`src/rtl/adc_conv_scheduler.sv`:
```
// Round-robin scheduler sharing one SAR ADC among N_REQ requesters:
// arbitrates, drives the sample/convert strobe, waits for done or timeout, delivers the result.
module adc_conv_scheduler #(
    parameter int N_REQ       = 4,
    parameter int SAMPLE_CYC  = 4,
    parameter int TIMEOUT_CYC = 64,
    parameter int RES_W       = 12,
    localparam int SEL_W      = (N_REQ > 1) ? $clog2(N_REQ) : 1
) (
    input  logic             clkin,
    input  logic             rst,
    input  logic [N_REQ-1:0] req,
    output logic [N_REQ-1:0] grant,
    output logic [SEL_W-1:0] adc_sel,
    output logic             st_conv,
    input  logic             adc_done,
    input  logic [RES_W-1:0] adc_result,
    output logic             res_valid,
    output logic [RES_W-1:0] res_data,
    output logic [SEL_W-1:0] res_id,
    output logic             res_err,
    output logic             busy,
    output logic [1:0]       dbg_state
);

    localparam int CNT_W = 10;
    localparam logic [CNT_W-1:0] SAMPLE_LAST  = CNT_W'(SAMPLE_CYC - 1);
    localparam logic [CNT_W-1:0] TIMEOUT_LAST = CNT_W'(TIMEOUT_CYC - 1);

    typedef enum logic [1:0] {
        IDLE    = 2'd0,
        SAMPLE  = 2'd1,
        CONV    = 2'd2,
        CAPTURE = 2'd3
    } state_t;

    state_t           state, state_nxt;
    logic [CNT_W-1:0] cnt, cnt_nxt;
    logic             conv_err, conv_err_nxt;
    logic [SEL_W-1:0] rr_ptr;

    // adc_done is asynchronous: two flops for metastability, a third for edge detect.
    logic done_s1, done_s2, done_s3;
    logic done_edge;

    always_ff @(posedge clkin or posedge rst) begin
        if (rst) begin
            done_s1 <= 1'b0;
            done_s2 <= 1'b0;
            done_s3 <= 1'b0;
        end else begin
            done_s1 <= adc_done;
            done_s2 <= done_s1;
            done_s3 <= done_s2;
        end
    end

    assign done_edge = done_s2 & ~done_s3;

    // Round-robin: rotate req so bit 0 is the requester at rr_ptr, take the lowest set bit.
    logic [2*N_REQ-1:0] req_dbl;
    logic [N_REQ-1:0]   req_rot;
    logic [SEL_W-1:0]   win_off;
    logic [SEL_W:0]     win_sum;
    logic [SEL_W-1:0]   win_idx;
    logic               win_found;

    assign req_dbl   = {req, req};
    assign req_rot   = req_dbl[rr_ptr +: N_REQ];
    assign win_found = |req;

    always_comb begin
        win_off = '0;
        for (int j = N_REQ - 1; j >= 0; j--) begin
            if (req_rot[j]) win_off = SEL_W'(j);
        end
    end

    assign win_sum = {1'b0, rr_ptr} + {1'b0, win_off};
    assign win_idx = (win_sum >= (SEL_W+1)'(N_REQ)) ?
                     SEL_W'(win_sum - (SEL_W+1)'(N_REQ)) : win_sum[SEL_W-1:0];

    always_ff @(posedge clkin or posedge rst) begin
        if (rst) begin
            state    <= IDLE;
            cnt      <= '0;
            conv_err <= 1'b0;
        end else begin
            state    <= state_nxt;
            cnt      <= cnt_nxt;
            conv_err <= conv_err_nxt;
        end
    end

    always_comb begin
        state_nxt    = state;
        cnt_nxt      = cnt;
        conv_err_nxt = conv_err;
        case (state)
            IDLE: begin
                cnt_nxt = '0;
                if (win_found) state_nxt = SAMPLE;
            end
            SAMPLE: begin
                if (cnt == SAMPLE_LAST) begin
                    state_nxt = CONV;
                    cnt_nxt   = '0;
                end else begin
                    cnt_nxt = cnt + 1'b1;
                end
            end
            CONV: begin
                // A done edge on the final counted cycle still beats the timeout.
                if (done_edge) begin
                    state_nxt    = CAPTURE;
                    conv_err_nxt = 1'b0;
                    cnt_nxt      = '0;
                end else if (cnt == TIMEOUT_LAST) begin
                    state_nxt    = CAPTURE;
                    conv_err_nxt = 1'b1;
                    cnt_nxt      = '0;
                end else begin
                    cnt_nxt = cnt + 1'b1;
                end
            end
            CAPTURE: begin
                state_nxt = IDLE;
                cnt_nxt   = '0;
            end
            default: state_nxt = IDLE;
        endcase
    end

    // res_valid is a single-cycle pulse with no backpressure: the consumer must take
    // res_data/res_id/res_err in that cycle; the values hold until the next pulse.
    always_ff @(posedge clkin or posedge rst) begin
        if (rst) begin
            grant     <= '0;
            adc_sel   <= '0;
            st_conv   <= 1'b0;
            res_valid <= 1'b0;
            res_data  <= '0;
            res_id    <= '0;
            res_err   <= 1'b0;
            rr_ptr    <= '0;
        end else begin
            res_valid <= 1'b0;
            case (state)
                IDLE: begin
                    if (win_found) begin
                        grant   <= N_REQ'(1) << win_idx;
                        adc_sel <= win_idx;
                        st_conv <= 1'b1;
                    end
                end
                SAMPLE: begin
                    if (cnt == SAMPLE_LAST) st_conv <= 1'b0;
                end
                CAPTURE: begin
                    if (!conv_err) res_data <= adc_result;
                    res_id    <= adc_sel;
                    res_err   <= conv_err;
                    res_valid <= 1'b1;
                    grant     <= '0;
                    rr_ptr    <= (adc_sel == SEL_W'(N_REQ - 1)) ? '0 : adc_sel + 1'b1;
                end
                default: ;
            endcase
        end
    end

    assign busy      = (state != IDLE);
    assign dbg_state = state;

endmodule

```
`config.mk`:
```
export PLATFORM = sky130hd
export DESIGN_NAME = adc_conv_scheduler
export DESIGN_NICKNAME = d
export VERILOG_FILES = /design/src/rtl/adc_conv_scheduler.sv
export SDC_FILE = /design/constraint.sdc
export NUM_CORES = 1
export LEC_CHECK = 0
export CAP_MARGIN = 20
export CORE_MARGIN = 4
export CORE_UTILIZATION = 50
export DETAILED_ROUTE_END_ITERATION = 6
export PLACE_DENSITY = 0.79
export REMOVE_ABC_BUFFERS = 1
export SLEW_MARGIN = 20
export SYNTH_ARGS = -nofsm -noshare
export SYNTH_HDL_FRONTEND = slang
export SYNTH_SLANG_ARGS = --single-unit
```
`constraint.sdc`:
```
create_clock -name clkin -period 2.97 [get_ports clkin]
set_input_delay 0.297 -clock clkin [delete_from_list [all_inputs] [get_ports clkin]]
set_output_delay 0.297 -clock clkin [all_outputs]
set_load 0.01 [all_outputs]
```
==> metrics.md, run 1 <==
| Metric | Value |
|---|---|
| Status | finished clean |
| Post-Layout Cell Count | 276 |
| Core area | 3740 um2 |
| Worst Max-Slew Pin Slew | 0.647 ns |
| Fin area | 2570 um2 |
| Detailed-route via count | 1,506 |
| Fmax | 418 MHz |
| Critical-path maximum fanout | 8 |
| Min-Delay Path Class | reg2reg |
| Max cap viols | 0 |
| Cells after synthesis | 179 |
| Initial Util | 0.532 |
| CP endpoint kind | register |
| Starting DRC count in detailed routing | 78 |
| RSZ-0062 raised after global routing | false |
| Global Route Usage Sum | 0.171 |
| Max VDD drop | 0.000608 V |
| Final net count | 254 |
| Area Overhead vs Synth | 29.1% |
| PwrDens | 937 nW/um2 |
| HPWL Detailed | 3090 um |
| Final setup vio count | 0 |
| Clock Latency Late Sink | 0.28 ns |
| Reg2Reg Setup Slack | 0.70 ns |
| Antenna violations before repair | 0 |
| Ys flop type | dfrtp_1 |
| CTS tree | done |
| Clock sink count | 41 |
| Cts bufs inserted | 5 |
| Global-route wire length before repair | 7010 um |
| Cell Area, Synth | 1990 um2 |
| Worst-path clk slew | 0.08 ns |
| Area after DPL | 2490 um2 |
| Number of global-route vias before repair | 1,618 |
| CTS hold repair buffers | 0 |
| Count leader, synth | dfrtp_1 |
| Avg WL per Cell | 14.8 um |
| Dpl ws | 0.354 ns |
| Crit Path Class | in2reg |
| Post-CTS setup buffer count | 0 |
| Mean Syn Cell Area | 11.1 um2 |
| Synth cell types | 37 |
| Period utilisation layout | 0.805 |
| # IOs | 45 |
| Largest net degree at the start of global routing | 42 |
| Root Driver | clkbuf_8 |
| Fin Setup TNS | 0 ns |
| Commonest cells in the netlist | 41 x dfrtp_1, 18 x mux2_2, 18 x nor2_1, 12 x nand2_1, 12 x nand3_1 |
| Cell count after placement | 268 |
| Period minus WS final | 2.39 ns |
| Layout cells sized above 1 | 0.154 |
| Final Wtd Congestion | 0.883 |
| Clk buf depth | 2 |
| Largest cells by area after synthesis | dfrtp_1 51%, mux2_2 10%, ha_1 5.0% |
| Setup ws final | 0.579 ns |
| Vias per std cell | 5.46 |
| Die width | 71.1 um |
| Clock skew | 0.00366 ns |
| FILL cells | 302 |
| Core Rows | 22 |
| FF+latch count, synth | 41 |
| Worst setup SP type | primary input |
| Critical path arrival | 2.61 ns |
| Critical Path RT | 3.19 ns |
| Asr flop ratio synth | 1.00 |
| 1st-pass router iterations | 4 |
| Post-synth EDFFs | 0 |
| Sequential element share of the synthesized area | 0.515 |
| Chip height | 71.1 um |
| Final hold violations | 0 |
| Share of the synthesized area in the top cell type | 0.515 |
| Final WL | 4090 um |
| H-tree lvl count | 2 |
| Yosys warns | 0 |
| Leakage power | 1.11 nW |
| Slew Limit Fails | 0 |
| Post-cts resize count | 0 |
| Routed Antenna Nets | 0 |
| Remaining Overflow, GRT | 0 |
| IO buf count | 44 |
| Diode count | 0 |
| DIE AREA | 5060 um2 |
| Util after Layout | 0.688 |
| Residual DRC | 0 |
| Largest area contributor in the netlist | dfrtp_1 |
| Worst slew margin | 0.564 |
-- worst max-delay path: stages --
cell	delay, ns
clkdlybuf4s50_1	0.63
nor2_1	0.13
nand2_1	0.08
o21ai_0	0.09
o21ai_0	0.19
nand3_1	0.11
ha_1	0.32
or3_1	0.40
nor2_1	0.16
nand3_1	0.10
nand3_1	0.11
-- flip-flops by register name, summed over array words and instances (netlist names), 2 cells and up --
| register | cells |
|---|---|
| dbg_state | 2 |
| cnt | 10 |
| rr_ptr | 2 |
| adc_sel | 2 |
| res_id | 2 |
| grant | 4 |
| res_data | 12 |
-- per-stage QoR --
| stage | hold slack [ns] | power (mW) |
|---|---|---|
| detailed placement | 0.348 | 2.08 |
| global placement | 0.334 | 2.03 |
| global route | 0.373 | 2.59 |
| CTS | 0.366 | 2.44 |
| floorplan | 0.328 | 1.57 |
| finish | 0.364 | 2.41 |
-- power by group --
group | internal (mW) | leakage (nW) | switching [mW]
registers | 0.742 | 0.514 | 0.137
clock network | 0.162 | 0.0439 | 0.186
logic | 0.654 | 0.556 | 0.530
-- placed cells by master, fill, tap and decap left out, types with 2 or more instances in the layout --
cell / instances
clkdlybuf4s50_1: 44
dfrtp_1: 41
mux2_2: 18
nor2_1: 18
nand3_1: 12
nand2_1: 12
o21ai_0: 8
ha_1: 8
inv_1: 7
nor2b_1: 6
xnor2_1: 5
xor2_1: 5
clkbuf_8: 5
o21a_1: 3
nor3_1: 3
or2_2: 2
a32o_1: 2
or3_1: 2
a32oi_1: 2
nor4b_1: 2
a21oi_1: 2
clkinv_2: 2
buf_4: 2
-- metal layers --
metal	GRT usage	part of all wire	vias up
met4	0.0564	0.0078	0
met3	0.0710	0.091	6
met2	0.296	0.49	54
met1	0.189	0.41	728
met5	0	0	-
li1	-	-	718
-- area by class of cell --
type / count / area (um2) / area share
multi-input combinational: 126 / 920 / 0.357
clock buffer: 5 / 68.8 / 0.0267
clock inverter: 3 / 17.5 / 0.00681
sequential: 41 / 1030 / 0.399
inverter: 7 / 26.3 / 0.0102
timing repair buffer: 46 / 455 / 0.177
tap: 48 / 60.1 / 0.0233
-- path summary, 6_finish.rpt --
check                          start   endpoint  depth (start not counted)
min in group asynchronous        rst  res_id[1]                          3
max in group asynchronous        rst     cnt[4]                          3
max                           req[0]   grant[0]                         11
min reg2reg                  done_s1    done_s2                          0
min                          done_s1    done_s2                          0
max reg2reg                rr_ptr[0]   grant[0]                         10
-- cells by family after synthesis --
family,Yosys count,synth area share
muxes,20,0.114
AOI/OAI and AO/OA,22,0.0804
DFF,41,0.515
xor gates and xnor gates,10,0.0439
adders and majority gates,8,0.0502
and+or+nand+nor,66,0.173
buffers and inverters,12,0.0239
Power figures use the tool's default switching activity.
==> inputs of run 2 (changes only) <==
==> constraint.sdc (replaced) <==
create_clock -name clkin -period 2.21 [get_ports clkin]
set_input_delay 0.221 -clock clkin [delete_from_list [all_inputs] [get_ports clkin]]
set_output_delay 0.221 -clock clkin [all_outputs]
set_load 0.01 [all_outputs]
==> metrics.md, run 2 (synthesis results as in run 1) <==
| Metric | Value |
|---|---|
| Avg WL per Cell | 15.0 um (was 14.8 um) |
| Remaining Overflow, GRT | 0 (unchanged) |
| DIE AREA | 5060 um2 (unchanged) |
| Post-CTS setup buffer count | 0 (unchanged) |
| Cts bufs inserted | 5 (unchanged) |
| Antenna violations before repair | 0 (unchanged) |
| CP endpoint kind | register (unchanged) |
| Vias per std cell | 5.48 (was 5.46) |
| Clock sink count | 41 (unchanged) |
| Max VDD drop | 0.000765 V (was 0.000608 V) |
| Root Driver | clkbuf_8 (unchanged) |
| Smallest hold slack | 0.354 ns (was 0.364 ns) |
| Worst-path clk slew | 0.08 ns (about the same) |
| Residual DRC | 0 (unchanged) |
| Global-route wire length before repair | 7680 um (was 7010 um) |
| Clk buf depth | 2 (unchanged) |
| Period utilisation layout | 0.968 |
| R2R cell count | 7 (was 10) |
| Commonest non-fill, non-tap cell in the layout | clkdlybuf4s50_1 (unchanged) |
| Routed Antenna Nets | 0 (unchanged) |
| PwrDens | 1280 nW/um2 (was 937 nW/um2) |
| Critical Path RT | 2.43 ns (was 3.19 ns) |
| Starting DRC count in detailed routing | 172 (was 78) |
| IO buf count | 44 (unchanged) |
| Core area | 3740 um2 (unchanged) |
| Final net count | 267 (was 254) |
| CP most frequent cell | nand3_1 (unchanged) |
| Critical path arrival | 2.36 ns (was 2.61 ns) |
| CTS tree | done (unchanged) |
| Most frequent cells in the layout | 44 x clkdlybuf4s50_1, 41 x dfrtp_1, 18 x mux2_2, 18 x nor2_1, 15 x buf_4 (was 44 x clkdlybuf4s50_1, 41 x dfrtp_1, 18 x mux2_2, 18 x nor2_1) |
| M3 GR Usage | 0.0582 (was 0.0710) |
| Cell count after placement | 281 (was 268) |
| Final hold violations | 0 (unchanged) |
| Slew Limit Fails | 0 (unchanged) |
| Initial Util | 0.532 (unchanged) |
| Util after Layout | 0.717 (was 0.688) |
| 1st-pass router iterations | 4 (unchanged) |
| Final WL | 4320 um (was 4090 um) |
| Post-Layout Cell Count | 289 (was 276) |
| Slowest CP cell | or4_1 (was clkdlybuf4s50_1) |
| Final setup vio count | 0 (unchanged) |
| CTS hold repair buffers | 0 (unchanged) |
| Critical-path maximum fanout | 5 (was 8) |
| H-tree lvl count | 2 (unchanged) |
| Area Overhead vs Synth | 34.7% (was 29.1%) |
| RSZ-0062 raised after global routing | false (unchanged) |
| Met2 GRT Util | 0.314 (was 0.296) |
| Biggest regs | res_data: 12 flops, cnt: 10 flops, grant: 4 flops (unchanged) |
| # IOs | 45 (unchanged) |
| Die width | 71.1 um (unchanged) |
| Clock Latency Late Sink | 0.28 ns (about the same) |
| Number of global-route vias before repair | 1,680 (was 1,618) |
| Critical path cell sequence | or4_1, nand3_1, ha_1, or3_1, nor2_1, o21ai_0, nand3_1 (was clkdlybuf4s50_1, nor2_1, nand2_1, o21ai_0, o21ai_0, nand3_1, ha_1, or3_1, nor2_1, nand3_1, nand3_1) |
| Final Wtd Congestion | 0.873 (was 0.883) |
| Worst setup SP type | register (was primary input) |
| Layout cells sized above 1 | 0.207 (was 0.154) |
| Global Route Usage Sum | 0.189 (was 0.171) |
| Hold depth | 0 (unchanged) |
| Chip height | 71.1 um (unchanged) |
| Largest net degree at the start of global routing | 42 (unchanged) |
| Leakage power | 1.18 nW (was 1.11 nW) |
| Worst Max-Slew Pin Slew | 0.503 ns (was 0.647 ns) |
| Worst slew margin | 0.665 (was 0.564) |
| Max cap viols | 0 (unchanged) |
| Detailed-route via count | 1,584 (was 1,506) |
| Delay of the slowest cell on the worst path | 0.54 ns (was 0.63 ns) |
| Largest register FFs | 12 (unchanged) |
| Gr busiest metal | met2 (unchanged) |
| Crit Path Class | reg2reg (was in2reg) |
| Largest register by flop count | res_data (unchanged) |
| Diode count | 0 (unchanged) |
| Met1 global-route usage | 0.230 (was 0.189) |
| Core Rows | 22 (unchanged) |
| Period minus WS final | 2.14 ns |
| Min-Delay Path Class | reg2reg (unchanged) |
| HPWL Detailed | 3320 um (was 3090 um) |
| Status | finished clean (unchanged) |
| Clock skew | 0.00292 ns (was 0.00366 ns) |
| Fmax | 468 MHz |
==> run 2: changes by cell type in the layout (fill, tap and decap cells not counted) <==
cell | before | now
buf_4 | 2 | 15
nor4b_1 | 2 | 0
nor4b_2 | 0 | 2
o21ai_0 | 8 | 7
o21ai_1 | 0 | 1
==> run 2: cell type report <==
type,instances,area (um2)
Fill cell,283,1060
Sequential cell,41,1030
Multi-Input combinational cell,126,932
Timing Repair Buffer,59,553
Clock buffer,5,68.8
Tap cell,48,60.1
Inverter,7,26.3
Clock inverter,3,17.5
==> run 2: path summary, 6_finish.rpt <==
| path | end | slack [ns] | start |
|---|---|---|---|
| min in group asynchronous | res_valid | 0.36 | rst |
| worst max-delay path | grant[2] | 0.07 | rr_ptr[0] |
| worst min register to register | done_s2 | 0.35 | done_s1 |
| worst max register to register | grant[2] | 0.07 | rr_ptr[0] |
| worst min-delay path | done_s2 | 0.35 | done_s1 |
| max in group asynchronous | rr_ptr[1] | 1.51 | rst |
==> run 2: what timing repair did <==
| item | 4_1_cts | 5_1_grt |
|---|---|---|
| hold endpoints to repair | 0 | 0 |
| resized for setup | 0 | 3 |
| endpoints found under the setup margin | 0 | 4 |
==> run 2: per-layer routing <==
| metal | vias to the layer above | part of all wire |
|---|---|---|
| met3 | 10 | 0.076 |
| met2 | 63 | 0.49 |
| met4 | 0 | 0.016 |
| met5 | - | 0 |
| met1 | 759 | 0.42 |
| li1 | 752 | - |
==> run 2: report_power, final <==
group | internal, mW | switching, mW
clock network | 0.218 | 0.258
logic | 1.01 | 0.776
registers | 0.998 | 0.176
total | 2.22 | 1.21
==> run 2: worst max-delay path: cells and delay by family (launching register included) <==
| family | cells | cell delay [ns] |
|---|---|---|
| flops | 1 | 0.43 |
| compound gates | 1 | 0.11 |
| fa+ha+maj | 1 | 0.24 |
| simple gates | 5 | 1.30 |
==> run 2: through the flow <==
step                      power, mW  worst slack [ns]  TNS [ns]  area, um2
after floorplan                2.10             0.188         0       1970
after global routing           3.68            0.0130         0       2680
after detailed placement       2.95            -0.152    -0.460       2580
final                          3.43            0.0716         0       2680
after global placement         2.88           -0.0414    -0.119       2580
after CTS                      3.44            0.0876         0       2670
